==> config.mk <==
export PLATFORM = sky130hd
export DESIGN_NAME = jt49_amp_mix_flat
export DESIGN_NICKNAME = d
export VERILOG_FILES = /design/src/rtl/jt49_amp_mix_if.sv /design/src/rtl/jt49_amp_mix.sv /design/src/flat_wrapper.sv
export SDC_FILE = /design/constraint.sdc
export NUM_CORES = 1
export LEC_CHECK = 0
export BUFFER_PORTS_ARGS = -buffer_cell sky130_fd_sc_hd__buf_2
export CAP_MARGIN = 15
export CORE_MARGIN = 2
export CORE_UTILIZATION = 57
export DETAILED_ROUTE_END_ITERATION = 10
export PLACE_DENSITY = 0.8
export SLEW_MARGIN = 40
export SYNTH_ARGS = -nofsm -noshare
export SYNTH_HDL_FRONTEND = slang
export SYNTH_SLANG_ARGS = --single-unit
==> constraint.sdc <==
create_clock -name clk -period 4.7 [get_ports clk]
set_clock_uncertainty 0.15 [all_clocks]
set_input_delay 0.235 -clock clk [delete_from_list [all_inputs] [get_ports clk]]
set_output_delay 0.235 -clock clk [all_outputs]
set_load 0.01 [all_outputs]
==> src/rtl/jt49_amp_mix_if.sv <==
// Bus between the PSG core and the amplitude mixer: snapshot inputs in, mixed sample out.
// Latency: none; this only bundles wires.
// Backpressure: none; each conversion is started by a single cen pulse.
interface jt49_amp_mix_if;
    logic       cen;
    logic [2:0] tone;
    logic       noise;
    logic [5:0] mixer;
    logic [4:0] amp_a;
    logic [4:0] amp_b;
    logic [4:0] amp_c;
    logic [3:0] env;
    logic [7:0] ch_a;
    logic [7:0] ch_b;
    logic [7:0] ch_c;
    logic [9:0] sound;
    logic       sample;
    logic       ovr;

    modport master (
        output cen, tone, noise, mixer, amp_a, amp_b, amp_c, env,
        input  ch_a, ch_b, ch_c, sound, sample, ovr
    );

    modport slave (
        input  cen, tone, noise, mixer, amp_a, amp_b, amp_c, env,
        output ch_a, ch_b, ch_c, sound, sample, ovr
    );
endinterface

==> src/rtl/jt49_amp_mix.sv <==
// Per-channel level select and gating, shared log table time-multiplexed over A/B/C, 10-bit sum.
// Latency: cen accepted at edge N -> sample strobe in the cycle after edge N+4.
// Backpressure: none; cen arriving while busy is dropped and raises the sticky ovr flag.
module jt49_amp_mix #(
    parameter bit LINEAR = 1'b0
) (
    input  logic           clk,
    input  logic           rst,
    jt49_amp_mix_if.slave  bus
);

    typedef enum logic [2:0] {
        IDLE = 3'd0,
        CHA  = 3'd1,
        CHB  = 3'd2,
        CHC  = 3'd3,
        DONE = 3'd4
    } state_t;

    state_t     state_q, state_d;
    logic       start;
    logic       busy_cen;

    // Snapshot of the inputs taken when a conversion starts
    logic [2:0] tone_q;
    logic       noise_q;
    logic [5:0] mixer_q;
    logic [4:0] amp_a_q, amp_b_q, amp_c_q;
    logic [3:0] env_q;

    logic [9:0] acc_q;
    logic [7:0] hold_a_q, hold_b_q, hold_c_q;
    logic [7:0] ch_a_q, ch_b_q, ch_c_q;
    logic [9:0] sound_q;
    logic       sample_q;
    logic       ovr_q;

    logic [4:0] sel_amp;
    logic       sel_tone, sel_tdis, sel_ndis;
    logic       gate;
    logic [3:0] level;
    logic [7:0] lin;

    // 4-bit level to 8-bit linear amplitude; log curve roughly 3 dB per step
    function automatic logic [7:0] to_lin(input logic [3:0] lvl);
        logic [7:0] r;
        if (LINEAR) begin
            r = {lvl, lvl};
        end else begin
            unique case (lvl)
                4'd0:  r = 8'd0;
                4'd1:  r = 8'd2;
                4'd2:  r = 8'd3;
                4'd3:  r = 8'd4;
                4'd4:  r = 8'd6;
                4'd5:  r = 8'd8;
                4'd6:  r = 8'd11;
                4'd7:  r = 8'd16;
                4'd8:  r = 8'd23;
                4'd9:  r = 8'd32;
                4'd10: r = 8'd45;
                4'd11: r = 8'd64;
                4'd12: r = 8'd90;
                4'd13: r = 8'd128;
                4'd14: r = 8'd180;
                default: r = 8'd255;
            endcase
        end
        return r;
    endfunction

    // State register; reset aborts any conversion in flight
    always_ff @(posedge clk or posedge rst) begin
        if (rst) begin
            state_q <= IDLE;
        end else begin
            state_q <= state_d;
        end
    end

    // Sequencer: one clock per channel, then a publish cycle; cen only honoured in IDLE
    always_comb begin
        state_d  = state_q;
        start    = 1'b0;
        busy_cen = 1'b0;
        unique case (state_q)
            IDLE: begin
                if (bus.cen) begin
                    state_d = CHA;
                    start   = 1'b1;
                end
            end
            CHA:     state_d = CHB;
            CHB:     state_d = CHC;
            CHC:     state_d = DONE;
            DONE:    state_d = IDLE;
            default: state_d = IDLE;
        endcase
        if (state_q != IDLE && bus.cen) begin
            busy_cen = 1'b1;
        end
    end

    // Route the channel being converted this cycle into the shared gate/table path
    always_comb begin
        sel_amp  = amp_a_q;
        sel_tone = tone_q[0];
        sel_tdis = mixer_q[0];
        sel_ndis = mixer_q[3];
        unique case (state_q)
            CHB: begin
                sel_amp  = amp_b_q;
                sel_tone = tone_q[1];
                sel_tdis = mixer_q[1];
                sel_ndis = mixer_q[4];
            end
            CHC: begin
                sel_amp  = amp_c_q;
                sel_tone = tone_q[2];
                sel_tdis = mixer_q[2];
                sel_ndis = mixer_q[5];
            end
            default: ;
        endcase
        // Mixer bits are active-low enables: a set bit forces that source "on"
        gate  = (sel_tone | sel_tdis) & (noise_q | sel_ndis);
        level = gate ? (sel_amp[4] ? env_q : sel_amp[3:0]) : 4'd0;
        lin   = to_lin(level);
    end

    // Snapshot, per-channel accumulate, and publish all outputs together on the DONE edge
    always_ff @(posedge clk or posedge rst) begin
        if (rst) begin
            tone_q   <= '0;
            noise_q  <= 1'b0;
            mixer_q  <= '0;
            amp_a_q  <= '0;
            amp_b_q  <= '0;
            amp_c_q  <= '0;
            env_q    <= '0;
            acc_q    <= '0;
            hold_a_q <= '0;
            hold_b_q <= '0;
            hold_c_q <= '0;
            ch_a_q   <= '0;
            ch_b_q   <= '0;
            ch_c_q   <= '0;
            sound_q  <= '0;
            sample_q <= 1'b0;
            ovr_q    <= 1'b0;
        end else begin
            sample_q <= (state_q == DONE);
            if (busy_cen) begin
                ovr_q <= 1'b1;
            end
            if (start) begin
                tone_q  <= bus.tone;
                noise_q <= bus.noise;
                mixer_q <= bus.mixer;
                amp_a_q <= bus.amp_a;
                amp_b_q <= bus.amp_b;
                amp_c_q <= bus.amp_c;
                env_q   <= bus.env;
                acc_q   <= '0;
            end
            // Three 8-bit terms peak at 765, so the 10-bit sum cannot wrap
            unique case (state_q)
                CHA: begin
                    hold_a_q <= lin;
                    acc_q    <= acc_q + {2'b00, lin};
                end
                CHB: begin
                    hold_b_q <= lin;
                    acc_q    <= acc_q + {2'b00, lin};
                end
                CHC: begin
                    hold_c_q <= lin;
                    acc_q    <= acc_q + {2'b00, lin};
                end
                DONE: begin
                    sound_q <= acc_q;
                    ch_a_q  <= hold_a_q;
                    ch_b_q  <= hold_b_q;
                    ch_c_q  <= hold_c_q;
                end
                default: ;
            endcase
        end
    end

    assign bus.ch_a   = ch_a_q;
    assign bus.ch_b   = ch_b_q;
    assign bus.ch_c   = ch_c_q;
    assign bus.sound  = sound_q;
    assign bus.sample = sample_q;
    assign bus.ovr    = ovr_q;

endmodule

==> src/flat_wrapper.sv <==
// flat-port wrapper written by rule: the top's interface ports become plain ports
module jt49_amp_mix_flat 
#(
    parameter bit LINEAR = 1'b0
)
  (clk, rst, bus_cen, bus_tone, bus_noise, bus_mixer, bus_amp_a, bus_amp_b, bus_amp_c, bus_env, bus_ch_a, bus_ch_b, bus_ch_c, bus_sound, bus_sample, bus_ovr);
  jt49_amp_mix_if bus_i ();
  input  logic clk;
  input  logic rst;
  input wire logic [$bits(bus_i.cen)-1:0] bus_cen;
  input wire logic [$bits(bus_i.tone)-1:0] bus_tone;
  input wire logic [$bits(bus_i.noise)-1:0] bus_noise;
  input wire logic [$bits(bus_i.mixer)-1:0] bus_mixer;
  input wire logic [$bits(bus_i.amp_a)-1:0] bus_amp_a;
  input wire logic [$bits(bus_i.amp_b)-1:0] bus_amp_b;
  input wire logic [$bits(bus_i.amp_c)-1:0] bus_amp_c;
  input wire logic [$bits(bus_i.env)-1:0] bus_env;
  output wire logic [$bits(bus_i.ch_a)-1:0] bus_ch_a;
  output wire logic [$bits(bus_i.ch_b)-1:0] bus_ch_b;
  output wire logic [$bits(bus_i.ch_c)-1:0] bus_ch_c;
  output wire logic [$bits(bus_i.sound)-1:0] bus_sound;
  output wire logic [$bits(bus_i.sample)-1:0] bus_sample;
  output wire logic [$bits(bus_i.ovr)-1:0] bus_ovr;
  assign bus_i.cen = bus_cen;
  assign bus_i.tone = bus_tone;
  assign bus_i.noise = bus_noise;
  assign bus_i.mixer = bus_mixer;
  assign bus_i.amp_a = bus_amp_a;
  assign bus_i.amp_b = bus_amp_b;
  assign bus_i.amp_c = bus_amp_c;
  assign bus_i.env = bus_env;
  assign bus_ch_a = bus_i.ch_a;
  assign bus_ch_b = bus_i.ch_b;
  assign bus_ch_c = bus_i.ch_c;
  assign bus_sound = bus_i.sound;
  assign bus_sample = bus_i.sample;
  assign bus_ovr = bus_i.ovr;
  jt49_amp_mix #(.LINEAR(LINEAR)) u_core (.clk(clk), .rst(rst), .bus(bus_i));
endmodule
# Word-level counts from Yosys, hierarchy flattened
# Memory sizes are Yosys's and may differ from the RTL's.
# Index checks and enable logic that the tools add are counted.
[totals]
ff_bits = 102
latchBits = 0
ram_bits = 0
rom_bits = 128
inputBits = 32
output_inout_bits = 36
word_cells = 46
mem_count = 1
[mem_list]
columns = ["memory", "depth", "word_bits", "rd", "rd_clocked_by_memory_dff", "wr", "line_no", "text"]
rows = [
  ["(name not given)", 16, 8, 1, 0, 0, "jt49_amp_mix.sv:50", "unique case (lvl)"],
]
[op_classes]
add_sub_neg = 1
multipliers = 0
n_div = 0
n_lt_le_gt_ge = 0
n_eq_ne = 5
shifts = 0
muxes = 13
n_bitwise = 3
reduce_logical = 5
[op_table]
columns = ["operator", "count"]
rows = [
  ["$mux W10", 2],
  ["$pmux W3 S4", 1],
  ["$add A10 B8 Y10", 1],
  ["$pmux W5 S2", 1],
  ["$mux W4", 2],
  ["$eq A3 B2 Y1 const B", 2],
  ["$pmux W1 S2", 3],
  ["$eq A3 B1 Y1 const B", 1],
  ["$eq A3 B3 Y1 const B", 1],
  ["$logic_not A3 Y1", 1],
  ["$mux W1", 3],
  ["$mux W3", 1],
  ["$reduce_bool A3 Y1", 1],
  ["$reduce_or A3 Y1", 1],
  ["$ne A2 B2 Y1 const B", 1],
  ["$or A1 B1 Y1", 2],
  ["$reduce_bool A2 Y1", 1],
  ["$and A1 B1 Y1", 1],
  ["$logic_and A1 B1 Y1", 1],
]

# Logic depth before layout (Yosys ltp)
# Gate-level depths: netlist of the first run.
# An unclocked memory read counts as a cell.
[depth]
word_depth = 8
mapped_depth = 20

# Worst setup path after synthesis of the first run
# Ideal clock, no wire load.
[synth_path]
path_type = "register -> register"
start = "register u_core.state_q[2]"
end = "register u_core.acc_q[8]"
arrival_time_ns = 4.057
required_ns = 4.480
slack_ns = 0.423
stages_incl_launch_ff = 18
n_path_buf = 2
cell_sequence = "dfrtp_1 -> buf_2 -> or3b_4 -> o22a_1 -> a22o_1 -> buf_2 -> nor2_1 -> ha_1 -> a2111oi_0 -> a221oi_1 -> nor2b_1 -> fa_1 -> nor2b_1 -> o21ai_0 -> a21boi_0 -> o211ai_1 -> a2111oi_0 -> nand3b_1"
[synth_via]
elab_chain_len = 8
word_cells_on_any_way = 19
[synth_lines]
columns = ["item", "line_no", "text"]
rows = [
  ["from (decl)", "jt49_amp_mix.sv:20", "state_t state_q, state_d;"],
  ["from (signal assigned)", "jt49_amp_mix.sv:77", "state_q <= state_d;"],
  ["$eq A3 B2 Y1", "jt49_amp_mix.sv:110, jt49_amp_mix.sv:167", ""],
  ["$pmux W1 S2", "jt49_amp_mix.sv:110", "unique case (state_q)"],
  ["$or A1 B1 Y1", "jt49_amp_mix.sv:126", "gate = (sel_tone | sel_tdis) & (noise_q | sel_ndis);"],
  ["$and A1 B1 Y1", "jt49_amp_mix.sv:126", ""],
  ["$mux W4", "jt49_amp_mix.sv:127", "level = gate ? (sel_amp[4] ? env_q : sel_amp[3:0]) : 4'd0;"],
  ["$mem_v2 Z16 W8", "--", ""],
  ["$add A10 B8 Y10", "jt49_amp_mix.sv:170, jt49_amp_mix.sv:174, jt49_amp_mix.sv:178", ""],
  ["$mux W10", "--", ""],
  ["to (signal assigned)", "jt49_amp_mix.sv:170", "acc_q <= acc_q + {2'b00, lin};"],
  ["to (signal assigned)", "jt49_amp_mix.sv:174", "acc_q <= acc_q + {2'b00, lin};"],
  ["to (signal assigned)", "jt49_amp_mix.sv:178", "acc_q <= acc_q + {2'b00, lin};"],
  ["to (decl)", "jt49_amp_mix.sv:31", "logic [9:0] acc_q;"],
]
# Several ways; a longest one is shown, not always the timed one.
# A chain may end at the register's enable or synchronous reset.

# Worst setup path after layout of the first run
[layout_path]
start = "register u_core.state_q[1]"
end = "register u_core.acc_q[9]"
[layout_via]
elab_chain_len = 8
word_cells_on_any_way = 19
[layout_lines]
columns = ["item", "line_no", "text"]
rows = [
  ["$eq A3 B2 Y1", "jt49_amp_mix.sv:110", ""],
  ["$pmux W1 S2", "jt49_amp_mix.sv:110", ""],
  ["$or A1 B1 Y1", "jt49_amp_mix.sv:126", ""],
  ["$and A1 B1 Y1", "jt49_amp_mix.sv:126", ""],
  ["$mux W4 *", "jt49_amp_mix.sv:127", ""],
  ["$mem_v2 Z16 W8 *", "--", ""],
  ["named net u_core.lin[1]", "jt49_amp_mix.sv:42", "logic [7:0] lin;"],
  ["$add A10 B8 Y10 *", "jt49_amp_mix.sv:170, jt49_amp_mix.sv:174, jt49_amp_mix.sv:178", ""],
  ["$mux W10 *", "--", ""],
]
# The timed path passes the listed nets; every way through them passes the cells marked *.

==> reports/summary.txt, run 1 <==
Most frequent cells in the layout -> nand2_1 (116), dfrtp_1 (101), buf_2 (67)
Final Non-Filler Cells -> 668
Core area -> 0.008093 mm^2
Initial antenna violation count -> 0
H-Tree Depth -> 3
Via/cell ratio -> 5.491
Fillers -> 618
Die width -> 94.86 um
Dpl hpwl -> 7067 um
Fin crit share -> 0.9476
Clk sinks -> 102
Setup TNS -> 0 ns
Slew at the pin with the worst max-slew slack -> 0.7158 ns
MaxCap Viol Count -> 0
CTS max path bufs -> 2
Max Slew Vio Count -> 0
Yosys reg bits -> 102
Commonest non-fill, non-tap cell in the layout -> nand2_1
DRC viols -> 0
F_max -> 224.5 MHz
Yosys warnings -> 0
Worst Path Required -> 4.81 ns
Final setup fails -> 0
Largest net degree at the start of global routing -> 63
Number of cell rows -> 33
Post-synth cell types -> 54
Num CTS Buffers -> 9
Die ar. -> 0.008998 mm^2
Worst Path Arrival -> 4.56 ns
Register area -> 0.002554 mm^2
WL/cell -> 16.07 um
Dominant synthesized flop cell -> dfrtp_1
Leak -> 2.903 nW
CTS tree -> built
Nature of the critical path startpoint -> flop
Synthesized area -> 0.004706 mm^2
Syn Nets -> 506
Hold_ws -> 0.01969 ns
Initial Utilization -> 0.5815
Antenna cells -> 0
Vias in the first global route -> 3643
Global-route wire length before repair -> 17440 um
Status -> finished, final reports clean
Pwr Total -> 4.134 mW
P&R area growth vs syn -> 20.98%
Min Tclk post-route -> 4.454 ns
Dpl cell area -> 0.005161 mm^2
Pre-antenna DRT Iters -> 4
Synthesized area per cell -> 10.21 um^2
Final Hold Fails -> 0
Final Cell Area -> 0.005693 mm^2
Share of cells above drive strength 1 -> 0.2629
Max-slew headroom -> 0.5211
Worst skew pair latency -> 0.38 ns
Number of I/O pins -> 68
Post-synth EDFFs -> 0
Worst Hold Class -> in -> reg
Register clock-pin slew on the reported worst setup and hold paths -> 0.10 ns
Placed cell count -> 621
Final ANT Viol Nets -> 0
DR iter-0 viols -> 142
Critical path type -> reg -> reg
Layout Nets -> 603
Chip height -> 94.86 um
CP max FO -> 14
RSZ-0062 raised after global routing -> no
CP endpoint kind -> flop
P per Cell Area -> 726.1 mW/mm^2
Multi-input combinational cell area -> 0.001987 mm^2
Port bufs -> 67
Gr ovfl total -> 0
GRT Resource Usage Total -> 0.2557
Gate Count Post-Synth -> 461
Vias -> 3668
Max VDD drop -> 0.0003361 V
Register area share after synthesis -> 0.5424
Root Buffer -> clkbuf_8
Drt total wl -> 10740 um
RD Place Congestion -> 0.8794
Async SR Flop Fraction -> 1.000
-- power by group --
group / switching (mW) / total [mW] / internal, mW / leakage [nW]
registers: 0.217 / 1.44 / 1.23 / 1.32
logic: 1.21 / 2.10 / 0.893 / 1.47
clock network: 0.329 / 0.588 / 0.258 / 0.108
total: 1.76 / 4.13 / 2.38 / 2.90
-- through the flow --
| stage | utilization | setup WS, ns |
|---|---|---|
| global placement | 0.6373 | 0.3126 |
| detailed placement | 0.6378 | 0.1899 |
| finish | 0.7035 | 0.2463 |
| CTS | 0.7010 | 0.1518 |
| global route | 0.7035 | 0.06593 |
| floorplan | - | 0.4227 |
-- layout make-up --
cell class              instances  share of cell area
well taps                     105             0.02308
clock buffers                   9             0.02176
flip-flops and latches        102              0.4486
multi-input cells             316              0.3490
clock inverters                 7             0.01538
inverters                      19             0.01341
repair buffers                110              0.1288
-- routing by layer --
layer / wire length, um / track usage / vias up
met5: 0 / 0 / -
met4: 263 / 0.1123 / 0
met3: 355 / 0.03831 / 21
met2: 5393 / 0.4433 / 84
met1: 4723 / 0.3176 / 1814
li1: - / - / 1749
-- cell families after synthesis --
group           synth area share
compound gates           0.09572
mux                       0.1077
fa+ha+maj                0.03616
simple gates              0.1688
xor+xnor                 0.01117
flops                     0.5424
buf+inv                  0.03802
-- state kept, by name, summed over array words and instances (netlist names) --
signal and cells:
u_core.amp_a_q 5, u_core.amp_b_q 5, u_core.mixer_q 6, u_core.amp_c_q 5, u_core.noise_q 1, u_core.bus.ch_c 8, u_core.env_q 4, u_core.bus.sound 10
u_core.tone_q 3, u_core.hold_c_q 8, u_core.bus.ch_a 8, u_core.hold_b_q 8, u_core.bus.ovr 1, u_core.acc_q 10, u_core.state_q 3, u_core.hold_a_q 8
u_core.bus.ch_b 8, u_core.bus.sample 1
-- worst max-delay path, cell delays in order (launching register included) --
cell	delay, ns
dfrtp_2	0.46
or3b_4	0.48
o22a_1	0.24
a22o_1	0.28
nor2_1	0.23
ha_1	0.34
and2_1	0.17
a221oi_1	0.35
buf_4	0.20
nand2b_1	0.06
ha_1	0.27
a21o_1	0.18
a21oi_1	0.25
o21ai_0	0.14
a31oi_1	0.27
o21ai_0	0.15
mux2i_1	0.13
-- worst paths after layout --
kind | startpoint | to | slack [ns] | cells after the start
setup / recovery | u_core.state_q[1] | u_core.acc_q[9] | 0.25 | 16
setup reg to reg | u_core.state_q[1] | u_core.acc_q[9] | 0.25 | 16
min in group asynchronous | rst | u_core.hold_a_q[5] | 0.31 | 3
hold / removal | bus_cen | u_core.bus.ovr | 0.02 | 3
hold reg to reg | u_core.mixer_q[4] | u_core.mixer_q[4] | 0.33 | 2
max in group asynchronous | rst | u_core.state_q[1] | 3.15 | 4
-- repair_timing --
| item | 4_1_cts | 5_1_grt |
|---|---|---|
| setup endpoints to repair | 0 | 3 |
| hold buffers | 30 | 0 |
| gates resized for setup | 0 | 5 |
| endpoints found under the hold margin | 90 | 0 |
| setup buffers | 0 | 1 |
-- cells in the mapped netlist, types with 4 or more instances --
| cell | count | area [um^2] |
|---|---|---|
| dfrtp_1 | 102 | 2552 |
| nor2_1 | 22 | 82.58 |
| nor3_1 | 5 | 25.02 |
| nand2b_1 | 4 | 25.02 |
| nand3_1 | 16 | 80.08 |
| ha_1 | 12 | 150.1 |
| nand2_1 | 117 | 439.2 |
| mux2_2 | 37 | 416.7 |
| inv_1 | 19 | 71.32 |
| mux2i_1 | 9 | 90.09 |
| clkbuf_1 | 17 | 63.81 |
| a21oi_1 | 8 | 40.04 |
| buf_2 | 4 | 20.02 |
| o21ai_0 | 28 | 140.1 |
| xnor2_1 | 4 | 35.03 |
No activity file was read; power rests on OpenSTA's default activity.
==> run 2, diff against run 1 <==
Settings changed: CORE_UTILIZATION 57 to 51, PLACE_DENSITY 0.8 to 0.75.
Clock period 4.7 ns to 3.7 ns, I/O delays scaled along.
==> reports/summary.txt, run 2 (synthesis results as in run 1) <==
Layout Nets -> 630 (+4.5%)
CP max FO -> 6 (-8)
Pre-antenna DRT Iters -> 4 (unchanged)
Drt total wl -> 10800 um (+0.57%)
Vias in the first global route -> 3773 (+3.6%)
CTS max path bufs -> 2 (unchanged)
Max-slew headroom -> 0.5980 (+0.07696)
CP endpoint kind -> flop
Worst skew pair latency -> 0.37 ns (about the same)
Number of cells on the worst reg-to-reg path -> 16 (unchanged)
Hold_ws -> 0.2864 ns (+0.2667 ns)
Failing checks -> setup timing
Capturing point of the worst reg2reg path -> u_core.acc_q[6]
Max VDD drop -> 0.0004455 V (+33%)
Die ar. -> 0.01001 mm^2 (+11%)
Nature of the critical path startpoint -> flop
WL/cell -> 15.40 um (-4.2%)
F_max -> 265.0 MHz (+18%)
P per Cell Area -> 982.3 mW/mm^2 (+35%)
H-Tree Depth -> 3 (unchanged)
DR iter-0 viols -> 210 (+48%)
Root Buffer -> clkbuf_8
Via/cell ratio -> 5.368 (-2.2%)
Vias -> 3763 (+2.6%)
Min Tclk post-route -> 3.774 ns (-0.6795 ns)
Chip height -> 100.1 um (+5.5%)
Final ANT Viol Nets -> 0 (unchanged)
Leak -> 3.042 nW (+4.8%)
Clk sinks -> 102 (unchanged)
Global-route wire length before repair -> 18080 um (+3.7%)
Die width -> 100.1 um (+5.5%)
Fin crit share -> 1.020 (+0.07245)
Reg2reg start -> u_core.state_q[2]
Port bufs -> 67 (unchanged)
Initial antenna violation count -> 0 (unchanged)
Worst Path Required -> 3.84 ns (-0.97 ns)
P&R area growth vs syn -> 28.61%
Number of I/O pins -> 68 (unchanged)
DRC viols -> 0 (unchanged)
Most frequent cells in the layout -> nand2_1 (117), dfrtp_1 (101), buf_2 (67)
Number of cell rows -> 35 (+6.1%)
Final setup fails -> 2 (+2)
Largest net degree at the start of global routing -> 93 (+48%)
Share of cells above drive strength 1 -> 0.3322 (+0.06933)
Fillers -> 716 (+16%)
Worst reg2reg setup slack -> -0.07 ns (-0.32 ns)
Slew at the pin with the worst max-slew slack -> 0.6029 ns (-0.1129 ns)
Status -> finished, violations left
Gr ovfl total -> 0 (unchanged)
GRT Resource Usage Total -> 0.2291 (-0.02666)
Initial Utilization -> 0.5166 (-0.06486)
Max Slew Vio Count -> 0 (unchanged)
Final Hold Fails -> 0 (unchanged)
Dpl ws -> -0.1011 ns (-0.2910 ns)
Antenna cells -> 0 (unchanged)
Commonest non-fill, non-tap cell in the layout -> nand2_1
CTS tree -> built
MaxCap Viol Count -> 0 (unchanged)
RSZ-0062 raised after global routing -> yes
Setup ws final -> -0.07418 ns (-0.3205 ns)
RD Place Congestion -> 0.9163 (+4.2%)
Core area -> 0.009109 mm^2 (+13%)
Num CTS Buffers -> 9 (unchanged)
Worst Path Arrival -> 3.92 ns (-0.64 ns)
Worst Hold Class -> in -> async
Register clock-pin slew on the reported worst setup and hold paths -> 0.10 ns (about the same)
Dpl hpwl -> 7233 um (+2.4%)
Critical path type -> reg -> reg
-- run 2: cell types whose count changed in the layout (fill, tap and decap cells not counted), moves of 2 or more --
cell	delta
buf_4	+26
o21ai_0	-6
o21ai_1	+5
inv_1	-4
inv_2	+4
ha_1	-3
a2111oi_1	-2
ha_2	+2
nor2_1	-2
nor2b_1	-2
-- run 2: layout make-up --
type,count,area (um^2),area share
timing repair buffer,137,938.4,0.1551
clock inverter,7,70.07,0.01158
clock buffer,9,123.9,0.02047
inverter,19,78.83,0.01302
tap,111,138.9,0.02295
multi-input combinational,316,2148,0.3550
sequential,102,2554,0.4220
-- run 2: critical path, cell delays in order (launching register included) --
cell,delay [ns]
dfrtp_1,0.42
or3b_4,0.41
o22a_1,0.21
a22o_4,0.25
nor2b_4,0.15
ha_4,0.25
and2_4,0.16
a221oi_4,0.27
nor2b_2,0.20
fa_2,0.21
nor2b_1,0.05
o21ai_1,0.15
a21boi_1,0.10
buf_4,0.14
o21a_1,0.19
o21a_1,0.18
o31ai_2,0.20
-- run 2: repair_timing --
item | in CTS | in global routing
endpoints found under the setup margin | 4 | 5
setup buffers | 3 | 2
pin swaps | 5 | 7
gates cloned | 0 | 0
endpoints found under the hold margin | 122 | 0
hold buffers | 31 | 0
gates resized for setup | 5 | 14
-- run 2: power by group --
part           internal, mW  total [mW]  switching [mW]
registers              1.56        1.83           0.277
logic                  1.62        3.42            1.80
clock network         0.261       0.686           0.425
-- run 2: worst max-delay path by stage --
stage,startpoint,end,slack (ns),cells after the start
2_1_floorplan,u_core.state_q[2],u_core.acc_q[8],-0.13,17
3_3_place_gp,u_core.state_q[2],u_core.acc_q[8],0.01,15
3_5_place_dp,u_core.state_q[2],u_core.acc_q[8],-0.10,15
4_1_cts,u_core.state_q[0],u_core.acc_q[8],-0.04,16
5_1_grt,u_core.state_q[2],u_core.acc_q[6],-0.29,16
6_report,u_core.state_q[2],u_core.acc_q[6],-0.07,16
-- run 2: per-stage QoR --
stage | area, um^2 | instances | setup TNS (ns) | power [mW] | utilization
2_1_floorplan | 4822 | 461 | -0.3441 | 3.903 | -
3_3_place_gp | 5434 | 649 | 0 | 4.825 | 0.5966
3_5_place_dp | 5436 | 649 | -0.1858 | 4.950 | 0.5968
4_1_cts | 5978 | 699 | -0.06487 | 5.749 | 0.6563
5_1_grt | 6052 | 701 | -1.041 | 6.392 | 0.6644
6_report | 6052 | 701 | -0.1018 | 5.945 | 0.6644
-- run 2: per-layer routing --
layer | GRT usage | wire (um) | share of wire | vias to the layer above
met2 | 0.3810 | 5346 | 0.50 | 99
met4 | 0.08641 | 207 | 0.019 | 0
met3 | 0.03482 | 399 | 0.037 | 22
met1 | 0.3065 | 4843 | 0.45 | 1848
li1 | - | - | - | 1794
met5 | 0 | 0 | 0 | -
